<file path="src/rtl/pb_uart_regs_irq.sv">
// PicoBlaze port-mapped register file for the UART TX/RX FIFO pair, with baud divider and sticky edge interrupts.
// Read data and FIFO pulses are registered (1 cycle); interrupt follows the pending bits by one further cycle.
module pb_uart_regs_irq #(
    parameter logic [7:0]  BASE_ADDRESS = 8'h00,
    parameter int          DIV_WIDTH    = 16,
    parameter logic [31:0] DIV_RESET    = 32'h0
) (
    input  logic                 clk,
    input  logic                 reset,
    input  logic [7:0]           port_id,
    input  logic [7:0]           data_in,
    output logic [7:0]           data_out,
    input  logic                 read_strobe,
    input  logic                 write_strobe,
    output logic                 interrupt,
    output logic                 buffer_write,
    output logic [7:0]           uart_data_write,
    output logic                 buffer_read,
    input  logic [7:0]           uart_data_read,
    input  logic                 rx_data_present,
    input  logic                 rx_half_full,
    input  logic                 rx_full,
    input  logic                 tx_data_present,
    input  logic                 tx_half_full,
    input  logic                 tx_full,
    output logic                 enable,
    output logic [DIV_WIDTH-1:0] uart_clock_divide
);
    localparam int NDIV = (DIV_WIDTH + 7) / 8;

    logic [7:0]           off;
    logic [7:0]           control;
    logic [5:0]           status;
    logic [5:0]           mask;
    logic [5:0]           pend;
    logic [5:0]           prev;
    logic [5:0]           clr;
    logic [NDIV*8-1:0]    div_ext;
    logic [DIV_WIDTH-1:0] div_nxt;
    logic [7:0]           rd_nxt;

    assign off    = port_id - BASE_ADDRESS;
    assign status = {tx_full, tx_half_full, tx_data_present, rx_full, rx_half_full, rx_data_present};
    assign enable = control[0];
    assign clr    = (write_strobe && off == 8'd4) ? data_in[5:0] : 6'h00;

    // Zero-extended view of the divider so the top byte reads 0 above DIV_WIDTH.
    always_comb begin
        div_ext = '0;
        div_ext[DIV_WIDTH-1:0] = uart_clock_divide;
    end

    always_comb begin
        div_nxt = uart_clock_divide;
        for (int b = 0; b < DIV_WIDTH; b++) begin
            if (write_strobe && off == 8'(5 + b / 8))
                div_nxt[b] = data_in[b % 8];
        end
    end

    always_comb begin
        rd_nxt = 8'h00;
        case (off)
            8'd0:    rd_nxt = uart_data_read;
            8'd1:    rd_nxt = control;
            8'd2:    rd_nxt = {2'b00, status};
            8'd3:    rd_nxt = {2'b00, mask};
            8'd4:    rd_nxt = {2'b00, pend};
            default: rd_nxt = 8'h00;
        endcase
        for (int k = 0; k < NDIV; k++) begin
            if (off == 8'(5 + k))
                rd_nxt = div_ext[8*k +: 8];
        end
    end

    always_ff @(posedge clk or posedge reset) begin
        if (reset) begin
            data_out          <= 8'h00;
            control           <= 8'h00;
            mask              <= 6'h00;
            pend              <= 6'h00;
            prev              <= 6'h00;
            interrupt         <= 1'b0;
            buffer_write      <= 1'b0;
            buffer_read       <= 1'b0;
            uart_data_write   <= 8'h00;
            uart_clock_divide <= DIV_RESET[DIV_WIDTH-1:0];
        end else begin
            data_out          <= rd_nxt;
            buffer_write      <= write_strobe && off == 8'd0;
            buffer_read       <= read_strobe && off == 8'd0;
            uart_clock_divide <= div_nxt;
            if (write_strobe && off == 8'd0) uart_data_write <= data_in;
            if (write_strobe && off == 8'd1) control <= data_in;
            if (write_strobe && off == 8'd3) mask <= data_in[5:0];
            prev      <= status;
            // A new rising edge outranks a simultaneous write-1-to-clear.
            pend      <= (pend & ~clr) | (status & ~prev);
            interrupt <= |(pend & mask);
        end
    end
endmodule
</file>
<file path="config.mk">
export PLATFORM = sky130hd
export DESIGN_NAME = pb_uart_regs_irq
export DESIGN_NICKNAME = d
export VERILOG_FILES = /design/src/rtl/pb_uart_regs_irq.sv
export SDC_FILE = /design/constraint.sdc
export NUM_CORES = 1
export LEC_CHECK = 0
export BUFFER_PORTS_ARGS = -buffer_cell sky130_fd_sc_hd__buf_2
export CORE_MARGIN = 2
export CORE_UTILIZATION = 30
export DETAILED_ROUTE_END_ITERATION = 8
export PLACE_DENSITY_LB_ADDON = 0.3
export SYNTH_ARGS = -nofsm -noshare
export SYNTH_HDL_FRONTEND = slang
export SYNTH_SLANG_ARGS = --single-unit
</file>
<file path="constraint.sdc">
create_clock -name clk -period 4.8 [get_ports clk]
set_input_delay 0.24 -clock clk [delete_from_list [all_inputs] [get_ports clk]]
set_output_delay 0.24 -clock clk [all_outputs]
set_load 0.1 [all_outputs]
</file>
# Yosys cells after proc, flatten, opt, wreduce, memory -nomap -nowiden
# Index checks and enable logic that the tools add are counted.
# word_totals
wordCells	36
input_bits	34
register_bits	61
output_inout_bits	36
# classes
n_reduce_logical	9
n_eq_ne	6
mux	4
n_bitwise	6
# op_table
operator	n
$pmux W8 S5	1
$eq A8 B3 Y1 const B	3
$and A6 B6 Y6	3
$eq A8 B2 Y1 const B	2
$mux W8	2
$not A6 Y6	2
$eq A8 B1 Y1 const B	1
$logic_not A8 Y1	1
$logic_and A1 B1 Y1	7
$mux W6	1
$or A6 B6 Y6	1
$reduce_or A6 Y1	1

# Depth between registers and ports, before layout
# Gate-level depths: netlist (run 1).
# depth
depth_word	6
ltp_mapped	6
ltp_nobuf	4

# Worst setup path after synthesis (run 1)
# No wires, ideal clock.
# synth_timing
path_type	input to register
startpoint	in port_id[4]
endpoint	reg uart_clock_divide[0]
setup_ps	126
path_slack_ps	2755
path_stages	6
arrival_ps	1919
n_path_buf	2
required_time_ps	4674
cell_sequence	or4_4 or2_1 buf_6 or3_4 buf_6 mux2_4
# synth_between
elab_chain_cells	2
# synth_rtl
element	line	source
start, declared	10	input logic [7:0] port_id,
$eq A8 B3 Y1	56	if (write_strobe && off == 8'(5 + b / 8))
$logic_and A1 B1 Y1	56	
end signal, assigned	88	uart_clock_divide <= DIV_RESET[DIV_WIDTH-1:0];
end signal, assigned	93	uart_clock_divide <= div_nxt;
end, declared	27	output logic [DIV_WIDTH-1:0] uart_clock_divide
# No other way between the ends.
# A chain may end at the register's enable or synchronous reset.

# Worst setup path after layout (run 1)
# layout_timing
startpoint	in port_id[4]
endpoint	reg uart_clock_divide[9]
# Same word-level chain as after synthesis.

==> results of run 1 <==
placed cells by master (no fill, tap or decap), types with 2 or more instances in the layout:
cell type,n
buf_2,69
dfrtp_1,61
mux2_2,32
nand2_1,18
clkbuf_8,12
nor2_1,10
mux2_4,8
o21ai_0,8
a21oi_1,6
mux2i_1,6
inv_1,6
a22o_1,6
a22oi_1,4
nand4_1,3
o22ai_1,3
nand3_1,3
o221ai_1,3
nor2b_1,2
nor3_1,2
a211oi_1,2
nand2b_1,2
o2bb2ai_1,2
mux4_2,2
or3b_2,2
clkbuf_1,2
buf_4,2
how the worst max path moves through the flow:
stage                     slack (ns)        from                   end  cells after the start
after global routing            2.41  port_id[4]    uart_data_write[1]                      5
after CTS                       2.51  port_id[4]    uart_data_write[1]                      5
after global placement          2.16  port_id[4]    uart_data_write[2]                      5
after detailed placement        2.14  port_id[4]    uart_data_write[1]                      5
after floorplan                 2.76  port_id[4]  uart_clock_divide[0]                      6
final                           2.58  port_id[4]  uart_clock_divide[9]                      5
kinds of logic after synthesis:
family / Yosys count / synth area share
AOI/OAI and AO/OA: 38 / 0.0961
buffers and inverters: 18 / 0.0301
DFF: 61 / 0.556
muxes: 48 / 0.213
and+or+nand+nor: 53 / 0.105
Yosys cell counts:
cell / number / area, um2
a211o_1: 1 / 8.76
a211o_2: 1 / 10.0
a211oi_1: 2 / 15.0
a21oi_1: 6 / 30.0
a22o_1: 6 / 52.6
a22oi_1: 4 / 30.0
a31oi_1: 1 / 6.26
a32oi_1: 1 / 8.76
and3_1: 1 / 6.26
buf_1: 3 / 11.3
buf_6: 2 / 22.5
clkbuf_1: 5 / 18.8
clkinv_1: 1 / 3.75
dfrtp_1: 61 / 1530
inv_1: 7 / 26.3
mux2_2: 32 / 360
mux2_4: 8 / 120
mux2i_1: 6 / 60.1
mux4_2: 2 / 45.0
nand2_1: 18 / 67.6
nand2b_1: 2 / 12.5
nand3_1: 3 / 15.0
nand3b_1: 1 / 7.51
nand4_1: 3 / 18.8
nand4b_1: 1 / 8.76
nor2_1: 10 / 37.5
nor2b_1: 2 / 12.5
nor3_1: 2 / 10.0
nor3_4: 1 / 16.3
nor3b_1: 1 / 7.51
nor4_1: 1 / 6.26
nor4b_1: 1 / 8.76
o21ai_0: 8 / 40.0
o221ai_1: 3 / 26.3
o22ai_1: 3 / 18.8
o2bb2ai_1: 2 / 17.5
or2_1: 1 / 6.26
or3_1: 1 / 6.26
or3_4: 1 / 11.3
or3b_2: 2 / 17.5
or4_4: 1 / 11.3
sequential cells by signal, indices dropped and copies added (netlist names), 6 cells and up:
register           flops
pend                   6
uart_clock_divide     16
control                8
uart_data_write        8
data_out               8
mask                   6
prev                   6
power by group:
part | total [mW] | internal (mW) | leakage (nW) | switching [mW]
combinational | 0.198 | 0.0479 | 0.834 | 0.150
clock | 0.421 | 0.227 | 0.0926 | 0.195
sequential | 0.547 | 0.534 | 0.799 | 0.0121
total | 1.17 | 0.809 | 1.73 | 0.357
layout make-up:
cell class	count	area, um2
fill	874	5440
sequential	61	1530
multi-input combinational	139	1140
timing repair buffer	71	360
clock buffer	14	173
tap	108	135
inverter	8	30.0
clock inverter	1	5.00
per-layer routing:
layer,part of all wire,global-route usage,vias to the layer above
li1,-,-,944
met1,0.47,0.217,987
met2,0.45,0.227,72
met3,0.059,0.0478,10
met4,0.017,0.0632,0
met5,0,0,-
critical path: cells and delay by family:
family / cells / cell delay [ns]
and+or+nand+nor: 3 / 1.62
muxes: 1 / 0.48
buffers and inverters: 1 / 0.09
through the flow:
| stage | cell area [um2] | utilization | power (mW) | std cells | setup slack, ns |
|---|---|---|---|---|---|
| global placement | 3190 | 0.362 | 0.754 | 387 | 2.16 |
| detailed placement | 3190 | 0.362 | 0.755 | 387 | 2.14 |
| CTS | 3370 | 0.382 | 1.18 | 402 | 2.51 |
| floorplan | 2750 | - | 0.703 | 218 | 2.76 |
| finish | 3370 | 0.382 | 1.17 | 402 | 2.58 |
| global route | 3370 | 0.382 | 1.21 | 402 | 2.41 |
==> impl_metrics.toml, run 1 <==
[timing]
fin_hold_ws_ns = 0.0357
setup_tns_ns = 0
finClkSkew_ns = 0.00591
setup_viol = 0
fin_crit_ns = 2.22
hold_viol = 0
finalCritPeriodShare = 0.463
max_freq_mhz = 450
rsz0062_at_grt = "false"
drv_slew = 0
worstMarginPinSlew_ns = 0.787
slew_headroom = 0.475

[placed_design]
dp_hpwl_um = 4950
io_buffers = 69
place_congestion = 0.766

[critical_path]
crit_path_start_kind = "input port"
cp.required_ns = 5.02
rr_worst_depth = 4
crit_arrival_ns = 2.44
cp-end-kind = "flip-flop"
worstPathCellList = "buf_2 -> or4_4 -> nor2_1 -> nand4_1 -> mux2_2"
critPathMaxStageDelay_ns = 0.63
rrSetupSlack_ns = 3.53
crit_type = "input port to flip-flop"
timing.rr.start = "mask[1]"
crit_path_max_fanout = 8
r2r_end = "data_out[1]"
crit_path_top_delay_cell = "nand4_1"

[layout]
diodes = 0
layout-drive-gt1-share = 0.452
area_growth_pct = 22.6
fin_nets = 324

[clocking]
cts_buffer_depth = 2
clock_latency_ns = 0.34
clock_sinks = 61
post_cts_buffers = 0
cts_made_buffers = 9
clkSlewWorstSetupHoldPaths_ns = 0.06
holdBufCountCts = 0
root_buffer = "clkbuf_8"
cts_tree = "yes"
htree_levels = 3
cts_resized = 0

[run]
drv_cap = 0

[run_status]
status = "finished clean"

[detailed_routing]
dr.pass1.iters = 4
drt_iter0_markers = 166
wl_um = 7300
vias = 2013
antenna_left = 0
drt-vias-per-instance = 5.01
wl_per_cell_um = 18.2
drc = 0

[die]
ios = 70
die_h_um = 99.7
core_um2 = 8810
fp-row-count = 34
initial_core_util = 0.312
die-area_um2 = 9940
fp.dieW_um = 99.7

[global_route]
grt_start_max_net_pins = 62
gr-usage-all-layers = 0.156
antenna_found_initial = 0
grt_pass1_wl_um = 11600
grt_pass1_vias = 2114
grt_overflow = 0

[synth]
yosysUniqueCellTypes = 41
ys_ff_latch = 61
yosysWarnings = 0
synthesis.nets = 252
syn_area_per_cell_um2 = 12.6
synth.cell_area_um2 = 2750
postSynthCellCount = 218
yosysSeqAreaShare = 0.556

[min_path]
hold_path_class = "input port to flip-flop"
holdPathEnd = "prev[3]"
min-delay-start = "tx_data_present"
whs_path_depth = 1

[power]
power_leakage_nw = 1.73
p_per_area_nw_per_um2 = 346
vdd_ir_drop_max_uv = 165
Power figures use the tool's default switching activity.
==> inputs of run 2 (changes only) <==
==> constraint.sdc (replaced) <==
create_clock -name clk -period 2.2 [get_ports clk]
set_input_delay 0.11 -clock clk [delete_from_list [all_inputs] [get_ports clk]]
set_output_delay 0.11 -clock clk [all_outputs]
set_load 0.1 [all_outputs]
==> run 2 against run 1 <==
Net effect: design area grew 4.7%; sequential power rose by 120%; flip-flop and latch count unchanged; critical path type unchanged; highest routed layer unchanged.
==> impl_metrics.toml, run 2 (synthesis results as in run 1) <==
[critical_path]
cp.depth = 5
crit_arrival_ns = 1.91
crit_path_top_delay_cell = "or4_4"
worstSetupStartpoint = "port_id[4]"
timing.rr.start = "mask[1]"
crit_path_max_fanout = 8
cp.required_ns = 2.42
critPathTopFamily = "simple AND/OR/NAND/NOR gates"
crit_type = "input port to flip-flop"
worstPathCellList = "buf_2 -> or4_4 -> or2_1 -> nor3_4 -> mux2_2"
critPathBufInv = 1
crit_path_start_kind = "input port"
critPathMaxStageDelay_ns = 0.54
rr_worst_depth = 4
cp-end-kind = "flip-flop"

[placed_design]
place_congestion = 0.814
dpl-instance-area_um2 = 3280
io_buffers = 69
dp_hpwl_um = 5310

[clocking]
post_cts_buffers = 0
cts_resized = 0
clock_sinks = 61
clkSlewWorstSetupHoldPaths_ns = 0.07
cts_made_buffers = 9
clock_latency_ns = 0.34
htree_levels = 3
cts_tree = "yes"
cts_buffer_depth = 2
root_buffer = "clkbuf_8"

[detailed_routing]
vias = 2071
drt_iter0_markers = 137
wl_um = 7330
antenna_left = 0
drt-vias-per-instance = 4.91
drc = 0
dr.pass1.iters = 5
wl_per_cell_um = 17.4

[run]
drv_cap = 0

[power]
power.share.clock = 0.353
vdd_ir_drop_max_uv = 393
p_seq_frac = 0.470
combPwrFrac = 0.177
intPower_mw = 1.72
p_per_area_nw_per_um2 = 719
power_leakage_nw = 1.81
p_switching_mw = 0.817
swShare = 0.322

[layout]
design_area_um2 = 3530
fin_nets = 343
fillerInstances = 858
largest_reg_flops = 16
layout-drive-gt1-share = 0.471
final_common_cell = "buf_2"
diodes = 0
regMostFlops = "uart_clock_divide"
area_growth_pct = 28.4
final_core_util = 0.400
final_cell_mix = "buf_2 (69), dfrtp_1 (61), mux2_2 (32)"

[timing]
finClkSkew_ns = 0.00590
finalCritPeriodShare = 0.768
slew_headroom = 0.672
max_freq_mhz = 592
rsz0062_at_grt = "false"
setup_tns_ns = 0
fin_crit_ns = 1.69
drv_slew = 0
worstMarginPinSlew_ns = 0.496
setup_viol = 0
hold_viol = 0

[die]
fp-row-count = 34
ios = 70
die_h_um = 99.7
die-area_um2 = 9940
initial_core_util = 0.312
core_um2 = 8810
fp.dieW_um = 99.7

[global_route]
gr-usage-all-layers = 0.157
grt_pass1_vias = 2085
antenna_found_initial = 0
grt_overflow = 0
grt_pass1_wl_um = 11700
grt_start_max_net_pins = 23

[run_status]
status = "finished clean"

[min_path]
whs_path_depth = 2
min-delay-start = "read_strobe"
hold_path_class = "input port to flip-flop"
==> run 2: power by group through the flow <==
stage               Clock, mW  Sequential, mW  Combinational [mW]
floorplan                   0            1.41               0.127
global placement            0            1.21               0.438
detailed placement          0            1.21               0.442
CTS                     0.922            1.19               0.453
global route            0.967            1.20               0.476
finish                  0.894            1.19               0.449
==> run 2: worst paths after layout <==
path | end | slack [ns]
hold reg to reg | uart_data_write[2] | 0.50
setup reg to reg | data_out[1] | 0.94
setup / recovery | control[1] | 0.51
min in group asynchronous | data_out[1] | 0.30
hold / removal | buffer_read | 0.03
max in group asynchronous | uart_clock_divide[1] | 1.25
==> run 2: per-layer routing <==
metal,track usage,vias to the layer above,wire [um]
met3,0.0365,10,445
met5,0,-,0
met2,0.232,65,3240
met1,0.218,1015,3490
li1,-,981,-
met4,0.0759,0,146
==> run 2: timing repair <==
action                     in CTS  in global routing
hold buffers                    7                  0
setup endpoints to repair       0                  0
hold endpoints to repair       24                  0
==> run 2: worst reg2reg max path: cells and delay by family (launching register included) <==
| kind | cells | cell delay [ns] |
|---|---|---|
| AO/OA/AOI/OAI | 2 | 0.30 |
| multiplexers | 1 | 0.27 |
| flip-flops | 1 | 0.40 |
| AND/OR/NAND/NOR | 1 | 0.19 |
==> run 2: through the flow <==
step / power (mW) / hold WS (ns) / instances / setup WS [ns]
3_5_place_dp: 1.66 / 0.131 / 399 / 0.128
3_3_place_gp: 1.65 / 0.128 / 399 / 0.196
2_1_floorplan: 1.53 / 0.141 / 218 / 0.285
6_report: 2.54 / 0.0283 / 422 / 0.510
5_1_grt: 2.64 / 0.0245 / 422 / 0.438
4_1_cts: 2.57 / 0.0123 / 422 / 0.498
==> run 2: layout make-up <==
class,count,area (um2),share of cell area
Sequential cell,61,1530,0.433
Multi-Input combinational cell,139,1140,0.323
Timing Repair Buffer,90,520,0.148
Clock buffer,10,138,0.0390
Tap cell,108,135,0.0383
Clock inverter,6,38.8,0.0110
Inverter,8,30.0,0.00852
==> inputs of run 3 (changes only) <==
--- a/config.mk
+++ b/config.mk
@@ -5,6 +5,7 @@
 export SDC_FILE = /design/constraint.sdc
 export NUM_CORES = 1
 export LEC_CHECK = 0
+export ABC_AREA = 1
 export BUFFER_PORTS_ARGS = -buffer_cell sky130_fd_sc_hd__buf_2
 export CORE_MARGIN = 2
 export CORE_UTILIZATION = 30
==> constraint.sdc (replaced) <==
create_clock -name clk -period 1.7 [get_ports clk]
set_input_delay 0.085 -clock clk [delete_from_list [all_inputs] [get_ports clk]]
set_output_delay 0.085 -clock clk [all_outputs]
set_load 0.1 [all_outputs]
==> run 3 against run 2 <==
Net effect: die area is 0.74% higher; synthesized cell count up 34%; critical path type is now flip-flop to output pin; largest cell class unchanged; critical path depth fell by 4; highest routed layer unchanged; critical endpoint is now enable.
==> impl_metrics.toml, run 3 <==
[global_route]
antenna_found_initial = 0
grt_overflow = 0
grt_start_max_net_pins = 62
grt_pass1_vias = 2351
grt_pass1_wl_um = 11800
gr-usage-all-layers = 0.153

[critical_path]
crit_path_max_fanout = 3
cp-end-kind = "output pin"
critPathMaxStageDelay_ns = 0.44
critPathTopFamily = "buffers and inverters"
rr_worst_depth = 4
timing.rr.start = "pend[1]"
crit_arrival_ns = 1.17
crit_path_start_kind = "flip-flop"
rrSetupSlack_ns = 0.72
r2r_end = "data_out[1]"
critPathBufInv = 1
crit_path_top_delay_cell = "buf_2"
cp.required_ns = 1.62
worstPathCellList = "buf_2"
crit_type = "flip-flop to output pin"

[detailed_routing]
drt-vias-per-instance = 4.62
wl_per_cell_um = 14.0
vias = 2326
antenna_left = 0
wl_um = 7060
drc = 0
dr.pass1.iters = 4
drt_iter0_markers = 158

[timing]
drv_slew = 0
hold_viol = 0
finClkSkew_ns = 0.00700
setup_tns_ns = 0
rsz0062_at_grt = "false"
slew_headroom = 0.670
max_freq_mhz = 795
worstMarginPinSlew_ns = 0.499
finalCritPeriodShare = 0.740
fin_crit_ns = 1.26
setup_viol = 0
fin_hold_ws_ns = 0.0693

[placed_design]
dp_hpwl_um = 5110
place_congestion = 0.778
io_buffers = 69
dpl.cell_count = 471

[synth]
synth_top_area_frac = 0.552
ys_ff_latch = 61
postSynthCellCount = 293
yosysUniqueCellTypes = 22
synth_largest_area_cell = "dfrtp_1"
yosysWarnings = 0
yosysSeqAreaShare = 0.552
post-synth-top-count-cell = "nand2_1"
syn_area_per_cell_um2 = 9.45
synth_top_family_by_area = "simple AND/OR/NAND/NOR gates"
synthMuxAreaShare = 0
ys.flop_type = "dfrtp_1"
synthesis.nets = 327
netlist_top_cells_count = "nand2_1 (78), dfrtp_1 (61), inv_1 (25)"
synthAdderAreaFrac = 0
synth.cell_area_um2 = 2770
synth_compound_area_frac = 0.130
synthArstFlopShare = 1.00
yosys.area_share.simple = 0.258
yosys.area_share.xor_xnor = 0
synth_area_leaders = "dfrtp_1 (55%), nand2_1 (11%), o21ai_2 (7.6%), nand3_1 (4.3%), inv_1 (3.4%)"
synth_enable_flop_cells = 0

[layout]
layout-drive-gt1-share = 0.342
regMostFlops = "uart_clock_divide"
diodes = 0
final_cell_mix = "nand2_1 (78), buf_2 (69), dfrtp_1 (61)"
instances_no_fill = 503
area_growth_pct = 29.7
final_common_cell = "nand2_1"
fin_nets = 421
largest_reg_flops = 16

[power]
combPwrFrac = 0.151
swShare = 0.294
p_seq_frac = 0.466
power_leakage_nw = 1.86
p_switching_mw = 0.978
intPower_mw = 2.34
power.share.clock = 0.383
p_per_area_nw_per_um2 = 925
vdd_ir_drop_max_uv = 446

[clocking]
htree_levels = 3
clock_sinks = 61
cts_tree = "yes"
clock_latency_ns = 0.34
cts_buffer_depth = 2
post_cts_buffers = 0
cts_made_buffers = 9
clkSlewWorstSetupHoldPaths_ns = 0.07
holdBufCountCts = 16
cts_resized = 0
root_buffer = "clkbuf_8"

[die]
ios = 70
initial_core_util = 0.304
fp.dieW_um = 100
die-area_um2 = 10000
die_h_um = 100
core_um2 = 9110
fp-row-count = 35

[min_path]
holdPathEnd = "uart_clock_divide[14]"
whs_path_depth = 3
hold_path_class = "input port to flip-flop"
min-delay-start = "data_in[6]"

[run]
drv_cap = 0

[run_status]
status = "finished clean"
run 3: kinds of logic after synthesis:
group	count (synthesis)
compound gates	53
buf+inv	34
flops	61
simple gates	145
run 3: how the worst max path moves through the flow:
stage / endpoint / start / slack, ns / cells past startpoint
after global routing: enable / control[0] / 0.40 / 1
after CTS: enable / control[0] / 0.43 / 1
after global placement: control[7] / port_id[7] / 0.22 / 7
after detailed placement: control[7] / port_id[7] / 0.19 / 7
final: enable / control[0] / 0.44 / 1
after floorplan: buffer_read / reset / 0.10 / 1
run 3: routing by layer:
metal  global-route usage  up-vias  routed length (um)  part of all wire
met5                    0        -                   0                 0
met4               0.0379        0                  75             0.011
met3               0.0404        7                 306             0.043
met2                0.244       63                3260              0.46
met1                0.208     1111                3420              0.48
li1                     -     1145                   -                 -
run 3: worst min-delay path: cells and delay by family:
| family | cells | cell delay, ns |
|---|---|---|
| AOI/OAI and AO/OA | 1 | 0.13 |
| buffers and inverters | 2 | 0.15 |
run 3: final cells by class:
| class | instances | area, um2 |
|---|---|---|
| clock inverter | 4 | 47.5 |
| fill | 962 | 5520 |
| multi-input combinational | 198 | 1070 |
| timing repair buffer | 90 | 556 |
| sequential | 61 | 1530 |
| inverter | 27 | 101 |
| tap | 111 | 139 |
| clock buffer | 12 | 145 |
run 3: metrics by stage:
| stage | utilization | worst slack (ns) | power (mW) | area, um2 |
|---|---|---|---|---|
| after floorplan | - | 0.102 | 1.91 | 2770 |
| after global placement | 0.355 | 0.215 | 2.05 | 3240 |
| after detailed placement | 0.355 | 0.192 | 2.05 | 3240 |
| after CTS | 0.394 | 0.431 | 3.36 | 3590 |
| after global routing | 0.394 | 0.399 | 3.47 | 3590 |
| final | 0.394 | 0.442 | 3.32 | 3590 |
run 3: power by group through the flow:
stage                     Sequential, mW  Combinational (mW)  Clock (mW)
after detailed placement            1.57               0.480           0
after CTS                           1.55               0.509        1.30
after global placement              1.57               0.476           0
after floorplan                     1.78               0.129           0
after global routing                1.55               0.539        1.38
final                               1.55               0.502        1.27
